### src/rtl/nibble_serializer_pkg.sv
// nibble_ser_pkg: shared state type, default width and start/end bit index helpers
package nibble_ser_pkg;
  typedef enum logic {IDLE, SHIFT} state_t;
  localparam int DEF_DATA_W = 4;
  function automatic int start_idx(input bit msb_first, input int dw);
    return msb_first ? dw - 1 : 0;
  endfunction
  function automatic int end_idx(input bit msb_first, input int dw);
    return msb_first ? 0 : dw - 1;
  endfunction
endpackage

### src/rtl/nibble_serializer_if.sv
// nibble_serializer_if: word-in / bit-out handshake bundle with status
interface nibble_serializer_if #(
  parameter int DATA_W = 4,
  parameter int SEL_W  = $clog2(DATA_W)
);
  logic              in_valid;
  logic              in_ready;
  logic [DATA_W-1:0] in_number;
  logic              ser_valid;
  logic              ser_ready;
  logic              ser_bit;
  logic [DATA_W-1:0] ser_number;
  logic [SEL_W-1:0]  ser_sel;
  logic              ser_last;
  logic              busy;
  modport master (
    output in_valid, in_number, ser_ready,
    input  in_ready, ser_valid, ser_bit, ser_number, ser_sel, ser_last, busy
  );
  modport slave (
    input  in_valid, in_number, ser_ready,
    output in_ready, ser_valid, ser_bit, ser_number, ser_sel, ser_last, busy
  );
endinterface

### src/rtl/nibble_serializer_bit_select.sv
// ser_bit_select: combinational DATA_W:1 bit pick of a word by index
module ser_bit_select import nibble_ser_pkg::*; #(
  parameter int DATA_W = DEF_DATA_W,
  parameter int SEL_W  = $clog2(DATA_W)
) (
  input  logic [DATA_W-1:0] i_number,
  input  logic [SEL_W-1:0]  i_sel,
  output logic              o_bit
);
  assign o_bit = i_number[i_sel];
endmodule

### src/rtl/nibble_serializer.sv
// nibble_serializer: parallel word to serial bits with a one-word pending buffer
module nibble_serializer import nibble_ser_pkg::*; #(
  parameter int DATA_W    = DEF_DATA_W,
  parameter int SEL_W     = $clog2(DATA_W),
  parameter bit MSB_FIRST = 1'b0
) (
  input logic          clk,
  input logic          rst_n,
  nibble_serializer_if.slave bus
);
  localparam logic [SEL_W-1:0] START = SEL_W'(start_idx(MSB_FIRST, DATA_W));
  localparam logic [SEL_W-1:0] LAST  = SEL_W'(end_idx(MSB_FIRST, DATA_W));
  state_t            r_state, w_state_nxt;
  logic [DATA_W-1:0] r_active, w_active_nxt;
  logic [DATA_W-1:0] r_pending, w_pending_nxt;
  logic              r_pend_full, w_pend_full_nxt;
  logic [SEL_W-1:0]  r_sel, w_sel_nxt;
  logic              w_valid, w_in_xfer, w_beat, w_last, w_end_beat, w_bypass, w_sel_bit;
  assign w_valid    = r_state == SHIFT;
  assign w_in_xfer  = bus.in_valid && !r_pend_full;
  assign w_last     = r_sel == LAST;
  assign w_beat     = w_valid && bus.ser_ready;
  assign w_end_beat = w_beat && w_last;
  assign w_bypass   = w_end_beat && !r_pend_full && w_in_xfer;
  ser_bit_select #(.DATA_W(DATA_W), .SEL_W(SEL_W)) u_sel (
    .i_number (r_active),
    .i_sel    (r_sel),
    .o_bit    (w_sel_bit)
  );
  // next state: load on idle, step the index per beat, chain words at the last beat
  always_comb begin
    w_state_nxt     = r_state;
    w_active_nxt    = r_active;
    w_pending_nxt   = r_pending;
    w_pend_full_nxt = r_pend_full;
    w_sel_nxt       = r_sel;
    if (!w_valid) begin
      if (w_in_xfer) begin
        w_active_nxt = bus.in_number;
        w_sel_nxt    = START;
        w_state_nxt  = SHIFT;
      end
    end else begin
      if (w_beat && !w_last) w_sel_nxt = MSB_FIRST ? r_sel - SEL_W'(1) : r_sel + SEL_W'(1);
      if (w_end_beat) begin
        w_sel_nxt = START;
        if (r_pend_full) begin
          w_active_nxt    = r_pending;
          w_pend_full_nxt = 1'b0;
        end else if (w_in_xfer) w_active_nxt = bus.in_number;
        else w_state_nxt = IDLE;
      end
      if (w_in_xfer && !w_bypass) begin
        w_pending_nxt   = bus.in_number;
        w_pend_full_nxt = 1'b1;
      end
    end
  end
  // state registers, cleared asynchronously so a reset mid-word discards everything
  always_ff @(posedge clk or negedge rst_n) begin
    if (!rst_n) begin
      r_state     <= IDLE;
      r_active    <= '0;
      r_pending   <= '0;
      r_pend_full <= 1'b0;
      r_sel       <= START;
    end else begin
      r_state     <= w_state_nxt;
      r_active    <= w_active_nxt;
      r_pending   <= w_pending_nxt;
      r_pend_full <= w_pend_full_nxt;
      r_sel       <= w_sel_nxt;
    end
  end
  assign bus.in_ready   = !r_pend_full;
  assign bus.ser_valid  = w_valid;
  assign bus.ser_number = r_active;
  assign bus.ser_sel    = r_sel;
  assign bus.ser_last   = w_valid && w_last;
  assign bus.ser_bit    = w_valid && w_sel_bit;
  assign bus.busy       = w_valid || r_pend_full;
endmodule

### src/flat_wrapper.sv
// flat-port wrapper written by rule: the top's interface ports become plain ports
module nibble_serializer_flat import nibble_ser_pkg::*;
#(
  parameter int DATA_W    = DEF_DATA_W,
  parameter int SEL_W     = $clog2(DATA_W),
  parameter bit MSB_FIRST = 1'b0
)
  (clk, rst_n, bus_in_valid, bus_in_number, bus_ser_ready, bus_in_ready, bus_ser_valid, bus_ser_bit, bus_ser_number, bus_ser_sel, bus_ser_last, bus_busy);
  nibble_serializer_if #(.DATA_W(DATA_W), .SEL_W(SEL_W)) bus_i ();
  input logic clk;
  input logic rst_n;
  input wire logic [$bits(bus_i.in_valid)-1:0] bus_in_valid;
  input wire logic [$bits(bus_i.in_number)-1:0] bus_in_number;
  input wire logic [$bits(bus_i.ser_ready)-1:0] bus_ser_ready;
  output wire logic [$bits(bus_i.in_ready)-1:0] bus_in_ready;
  output wire logic [$bits(bus_i.ser_valid)-1:0] bus_ser_valid;
  output wire logic [$bits(bus_i.ser_bit)-1:0] bus_ser_bit;
  output wire logic [$bits(bus_i.ser_number)-1:0] bus_ser_number;
  output wire logic [$bits(bus_i.ser_sel)-1:0] bus_ser_sel;
  output wire logic [$bits(bus_i.ser_last)-1:0] bus_ser_last;
  output wire logic [$bits(bus_i.busy)-1:0] bus_busy;
  assign bus_i.in_valid = bus_in_valid;
  assign bus_i.in_number = bus_in_number;
  assign bus_i.ser_ready = bus_ser_ready;
  assign bus_in_ready = bus_i.in_ready;
  assign bus_ser_valid = bus_i.ser_valid;
  assign bus_ser_bit = bus_i.ser_bit;
  assign bus_ser_number = bus_i.ser_number;
  assign bus_ser_sel = bus_i.ser_sel;
  assign bus_ser_last = bus_i.ser_last;
  assign bus_busy = bus_i.busy;
  nibble_serializer #(.DATA_W(DATA_W), .SEL_W(SEL_W), .MSB_FIRST(MSB_FIRST)) u_core (.clk(clk), .rst_n(rst_n), .bus(bus_i));
endmodule
### config.mk
export PLATFORM = sky130hd
export DESIGN_NAME = nibble_serializer_flat
export DESIGN_NICKNAME = d
export VERILOG_FILES = /design/src/rtl/nibble_serializer_pkg.sv /design/src/rtl/nibble_serializer_if.sv /design/src/rtl/nibble_serializer_bit_select.sv /design/src/rtl/nibble_serializer.sv /design/src/flat_wrapper.sv
export SDC_FILE = /design/constraint.sdc
export NUM_CORES = 1
export LEC_CHECK = 0
export ABC_CLOCK_PERIOD_IN_PS = 1790
export CAP_MARGIN = 20
export CORE_MARGIN = 3
export CORE_UTILIZATION = 39
export DETAILED_ROUTE_END_ITERATION = 6
export PLACE_DENSITY = 0.71
export SLEW_MARGIN = 10
export SYNTH_ARGS = -nofsm -noshare
export SYNTH_HDL_FRONTEND = slang
export SYNTH_SLANG_ARGS = --single-unit
### constraint.sdc
create_clock -name clk -period 1.79 [get_ports clk]
set_clock_uncertainty 0.15 [all_clocks]
set_input_delay 0.2685 -clock clk [delete_from_list [all_inputs] [get_ports clk]]
set_output_delay 0.2685 -clock clk [all_outputs]
set_load 0.05 [all_outputs]
# ---- After elaboration in Yosys (flattened, before gate mapping)
# Cells that the tools add are included.
# W data, S select, Z words.
dict set report totals {
  ff_bits 12
  latch_bits 0
  ramBits 0
  mem_bits_ro 0
  input_bits 8
  output_inout_bits 11
  wordCells 44
  memories 0
}
dict set report classes {
  addsub 1
  n_mul 0
  div 0
  n_lt_le_gt_ge 1
  eq_ne 3
  shifts 0
  muxes 16
  bitwise_logic 0
  n_reduce_logical 18
}
# op n
set ops {}
lappend ops {{$mux W4} 4}
lappend ops {{$logic_and A1 B1 Y1} 9}
lappend ops {{$mux W2} 4}
lappend ops {{$mux W1} 7}
lappend ops {{$reduce_and A2 Y1} 3}
lappend ops {{$reduce_bool A2 Y1} 2}
lappend ops {{$logic_not A1 Y1} 3}
lappend ops {{$lt A2 B3 Y1 const B} 1}
lappend ops {{$ne A3 B3 Y1 const B} 1}
lappend ops {{$add A2 B1 Y2 const B} 1}
lappend ops {{$bmux W1 S2} 1}
lappend ops {{$eq A2 B2 Y1 const B} 1}
lappend ops {{$ne A2 B2 Y1 const B} 1}
lappend ops {{$logic_or A1 B1 Y1} 1}

# ---- Logic depth before layout (Yosys ltp)
dict set report depth {
  word_depth 8
  mapped_depth 5
  mapped_depth_nobuf 4
}

# ---- Modules after synthesis
# From an unflattened synthesis, not the netlist that was laid out.
dict set report unflattened {
  hier_cells 49
  hier_area_um2 616.8
}
# mod n_inst cells_each area_each_um2 seq_area_each_um2
set modules_own_cells {}
lappend modules_own_cells {nibble_serializer 1 48 594.3 300.3}
lappend modules_own_cells {ser_bit_select 1 1 22.5 0.0}

# ---- Least setup slack after synthesis
# No wires, ideal clock.
dict set report synth_path {
  path_kind {reg-to-reg}
  startpoint {reg u_core.r_sel[0], in the netlist u_core.bus.ser_sel[0]}
  endpoint {reg u_core.r_pending[0]}
  setup_time_ns 0.125
  t_arrival_ns 1.780
  t_required_ns 1.515
  slack_ns -0.265
  path_stages_with_launch 6
  path_buffers 1
  synth_period_minus_slack_ns 2.055
  path_cell_list {dfrtp_1 -> ha_1 -> a21bo_4 -> or2_1 -> buf_6 -> mux2_4}
}
dict set report synth_via {
  elab_chain_len 7
}
# element line
set synth_lines {}
lappend synth_lines {{from (decl)} nibble_serializer.sv:17} ;# logic [SEL_W-1:0] r_sel, w_sel_nxt;
lappend synth_lines {{from (signal assigned)} nibble_serializer.sv:72} ;# r_sel <= w_sel_nxt;
lappend synth_lines {{$eq A2 B2 Y1} nibble_serializer.sv:21} ;# assign w_last = r_sel == LAST;
lappend synth_lines {{$logic_and A1 B1 Y1} nibble_serializer.sv:23} ;# assign w_end_beat = w_beat && w_last;
lappend synth_lines {{$logic_and A1 B1 Y1 (2 in series)} nibble_serializer.sv:24} ;# assign w_bypass = w_end_beat && !r_pend_full && w_in_xfer;
lappend synth_lines {{$logic_not A1 Y1} nibble_serializer.sv:53} ;# if (w_in_xfer && !w_bypass) begin
lappend synth_lines {{$logic_and A1 B1 Y1} nibble_serializer.sv:53}
lappend synth_lines {{$reduce_and A2 Y1 (no source line)} -}
lappend synth_lines {{to (signal assigned)} nibble_serializer.sv:70} ;# r_pending <= w_pending_nxt;
lappend synth_lines {{to (decl)} nibble_serializer.sv:15} ;# logic [DATA_W-1:0] r_pending, w_pending_nxt;
# No other way between the ends.
# A chain may end at the register's enable or synchronous reset.

# ---- Worst setup path after layout
dict set report layout_path {
  startpoint {reg u_core.r_active[1], in the netlist u_core.bus.ser_number[1]}
  endpoint {out bus_ser_bit}
}
dict set report layout_via {
  elab_chain_len 3
}
# element line
set layout_lines {}
lappend layout_lines {{from (decl)} nibble_serializer.sv:14} ;# logic [DATA_W-1:0] r_active, w_active_nxt;
lappend layout_lines {{from (signal assigned)} nibble_serializer.sv:69} ;# r_active <= w_active_nxt;
lappend layout_lines {{$bmux W1 S2} nibble_serializer_bit_select.sv:10} ;# assign o_bit = i_number[i_sel];
lappend layout_lines {{$mux W1 (not written as such)} nibble_serializer_bit_select.sv:10}
lappend layout_lines {{$logic_and A1 B1 Y1} nibble_serializer.sv:80} ;# assign bus.ser_bit = w_valid && w_sel_bit;
lappend layout_lines {{to (decl)} flat_wrapper.sv:17} ;# output wire logic [$bits(bus_i.ser_bit)-1:0] bus_ser_bit;
# No other way between the ends. The select of a mux whose other input is x is not followed.

==> metrics.md <==
| Metric | Value |
|---|---|
| Status | finished with violations |
| Violated checks | negative setup slack |
| Critical path type | reg -> out |
| Crit path required time | 1.37 ns |
| Met1 Usage GRT | 21.04% |
| GPL Wtd Cong | 0.7236 |
| Syn_area_per_cell | 12.46 µm² |
| Core Area | 0.001383 mm² |
| Syn_nets | 58 |
| Worst setup margin | -0.06833 ns |
| Final Max Slew Viols | 0 |
| Initial antenna violation count | 0 |
| WP buf/inv | 1 |
| Drt drc | 0 |
| Reg2reg path depth | 5 |
| Setup_tns | -0.06833 ns |
| Clock buffer depth | 2 |
| Final Net Count | 91 |
| Worst Setup End Kind | output port |
| Largest stage delay on the critical path | 0.46 ns |
| Synthesized netlist cell count | 49 |
| WP depth | 3 |
| Drt via density | 5.250 |
| Final Util | 67.33% |
| Met2 Track Usage GR | 23.96% |
| Total gr overflow | 0 |
| CTS tree | done |
| Fin. Hold Viols | 0 |
| Slew of the pin with the lowest slew margin | 0.5317 ns |
| CP max stage cell | mux4_2 |
| Die area | 0.002076 mm² |
| Initial Util | 44.16% |
| Tightest Hold Check Type | in -> async |
| First-pass GRT wire length | 2297 µm |
| Flops & latches, synth | 12 |
| IO buf count | 18 |
| Num CTS Buffers | 3 |
| Worst-Skew Late Latency | 0.28 ns |
| Die Ht | 45.57 µm |
| Largest net degree at the start of global routing | 13 |
| Routed Antenna Nets | 0 |
| Reg-to-reg setup timing slack | 0.02 ns |
| Rows | 13 |
| Busiest layer in global routing | met2 |
| RSZ-0062 raised after global routing | true |
| MaxCap Viol Count | 0 |
| Post-synth top area cell | dfrtp_1 |
| YS warnings | 0 |
| Slew HR | 64.44% |
| First DRT Iteration DRCs | 7 |
| Synth top area share | 49.18% |
| Avg WL per Cell | 15.09 µm |
| Dpl hpwl | 1061 µm |
| Critical register-to-register path endpoint | u_core.r_pending[0] |
| Worst R2R Start | u_core.bus.ser_sel[1] |
| Startpoint types | register |
| WL final | 1449 µm |
| CTS H-tree depth | 1 |
| Synth top area cells | dfrtp_1, mux2_4, a2bb2oi_1, o22ai_1, buf_6 |
| Share of the yosys chip area belonging to registers | 49.18% |
| # IOs | 19 |
| Die width | 45.57 µm |
| Final-report setup violation count | 1 |
| M3 GR Usage | 5.534% |
| Area growth syn-to-layout | 52.46% |
| Max FO, Critical Path | 3 |
| DR pass1 iterations | 4 |
| Worst path cell trace | mux4_2, and2_4, buf_8 |
| Hold buffers post-CTS | 0 |
| Library cells used by synthesis | 22 |
| GRT Util Overall | 16.12% |
| Fin crit period | 1.858 ns |
| Share of layout cells above drive strength 1 | 55.56% |
| Clock sink count | 12 |
| F_max | 0.5381 GHz |
| Root Driver | clkbuf_4 |
| Antenna diodes | 0 |
| Data arrival, critical path | 1.44 ns |
| Cell Area, Synth | 610.6 µm² |
| Tcrit/Tclk final | 103.8% |
| Vias in the first global route | 498 |
| CP top delay family | multiplexers |
| Vias | 504 |
| Clk pin slew, worst setup/hold paths | 0.08 ns |
## placed cells by master, fill, tap and decap left out, types with 3 or more instances in the layout
cell type,instances
o21ai_0,3
clkdlybuf4s50_1,7
a2bb2oi_1,3
mux2_4,4
buf_4,22
clkbuf_4,3
dfrtp_2,3
o22ai_1,4
dfrtp_1,9
nand2_1,5
## stage by stage
stage	setup slack, ns	cells	cell area (µm²)	hold slack [ns]
5_1_grt	-0.09013	96	930.9	0.2318
4_1_cts	-0.07348	94	915.9	0.2057
6_report	-0.06833	96	930.9	0.1816
3_5_place_dp	-0.06753	86	838.3	0.3495
3_3_place_gp	-0.05082	86	838.3	0.3514
2_1_floorplan	-0.06245	49	628.1	-0.1771
## logic make-up (layout without fill, tap and decap cells)
family	count (synthesis)	count (layout)	synth area share [%]
xor+xnor	1	1	1.435
flops	12	12	49.18
buf+inv	4	36	4.917
fa+ha+maj	1	1	2.049
mux	6	6	15.37
compound gates	13	13	16.39
simple gates	12	12	10.66
## synth_stat cells
cell	number
a21bo_4	1
mux2_2	1
and2_2	2
clkbuf_1	1
mux2_4	4
xor2_1	1
a2bb2oi_1	3
o2bb2a_1	1
o22ai_1	4
or2_1	1
inv_1	1
nand2_1	5
nand2b_1	1
and3_2	1
buf_6	2
o21ai_0	3
dfrtp_1	12
nand3_1	1
ha_1	1
a21boi_0	1
mux4_2	1
or2_2	1
## flip-flops by register name, indices dropped and copies added, names as in the netlist
signal	count
u_core.bus.ser_number	4
u_core.r_pending	4
u_core.bus.ser_sel	2
u_core.bus.ser_valid	1
u_core.r_pend_full	1
## worst max-delay path by stage
stage,start,endpoint,slack [ns]
floorplan,u_core.bus.ser_sel[1],u_core.r_pending[0],-0.06
global placement,bus_ser_ready,u_core.r_pending[2],-0.05
detailed placement,bus_ser_ready,u_core.r_pending[0],-0.07
CTS,u_core.bus.ser_sel[1],bus_ser_bit,-0.07
global route,u_core.bus.ser_number[1],bus_ser_bit,-0.09
finish,u_core.bus.ser_number[1],bus_ser_bit,-0.07
## per-layer routing
layer	wire (µm)	up-vias
li1	-	239
met5	0	-
met3	111	3
met4	19	0
met1	648	246
met2	669	16
## layout make-up
cell class                 instances  area, µm²
multi-input combinational         33      297.8
tap                               15      18.77
clock buffer                       4      36.28
timing repair buffer              31      270.3
sequential                        12      304.0
inverter                           1      3.754
fill                              99      451.7
## timing repair
action	CTS	global route
setup buffers	4	2
pin swaps	1	1
setup endpoints to repair	1	7
resized for setup	4	1
Power is not shown: default switching activity piles up to over one toggle a cycle in this logic, so the estimate is an artifact.
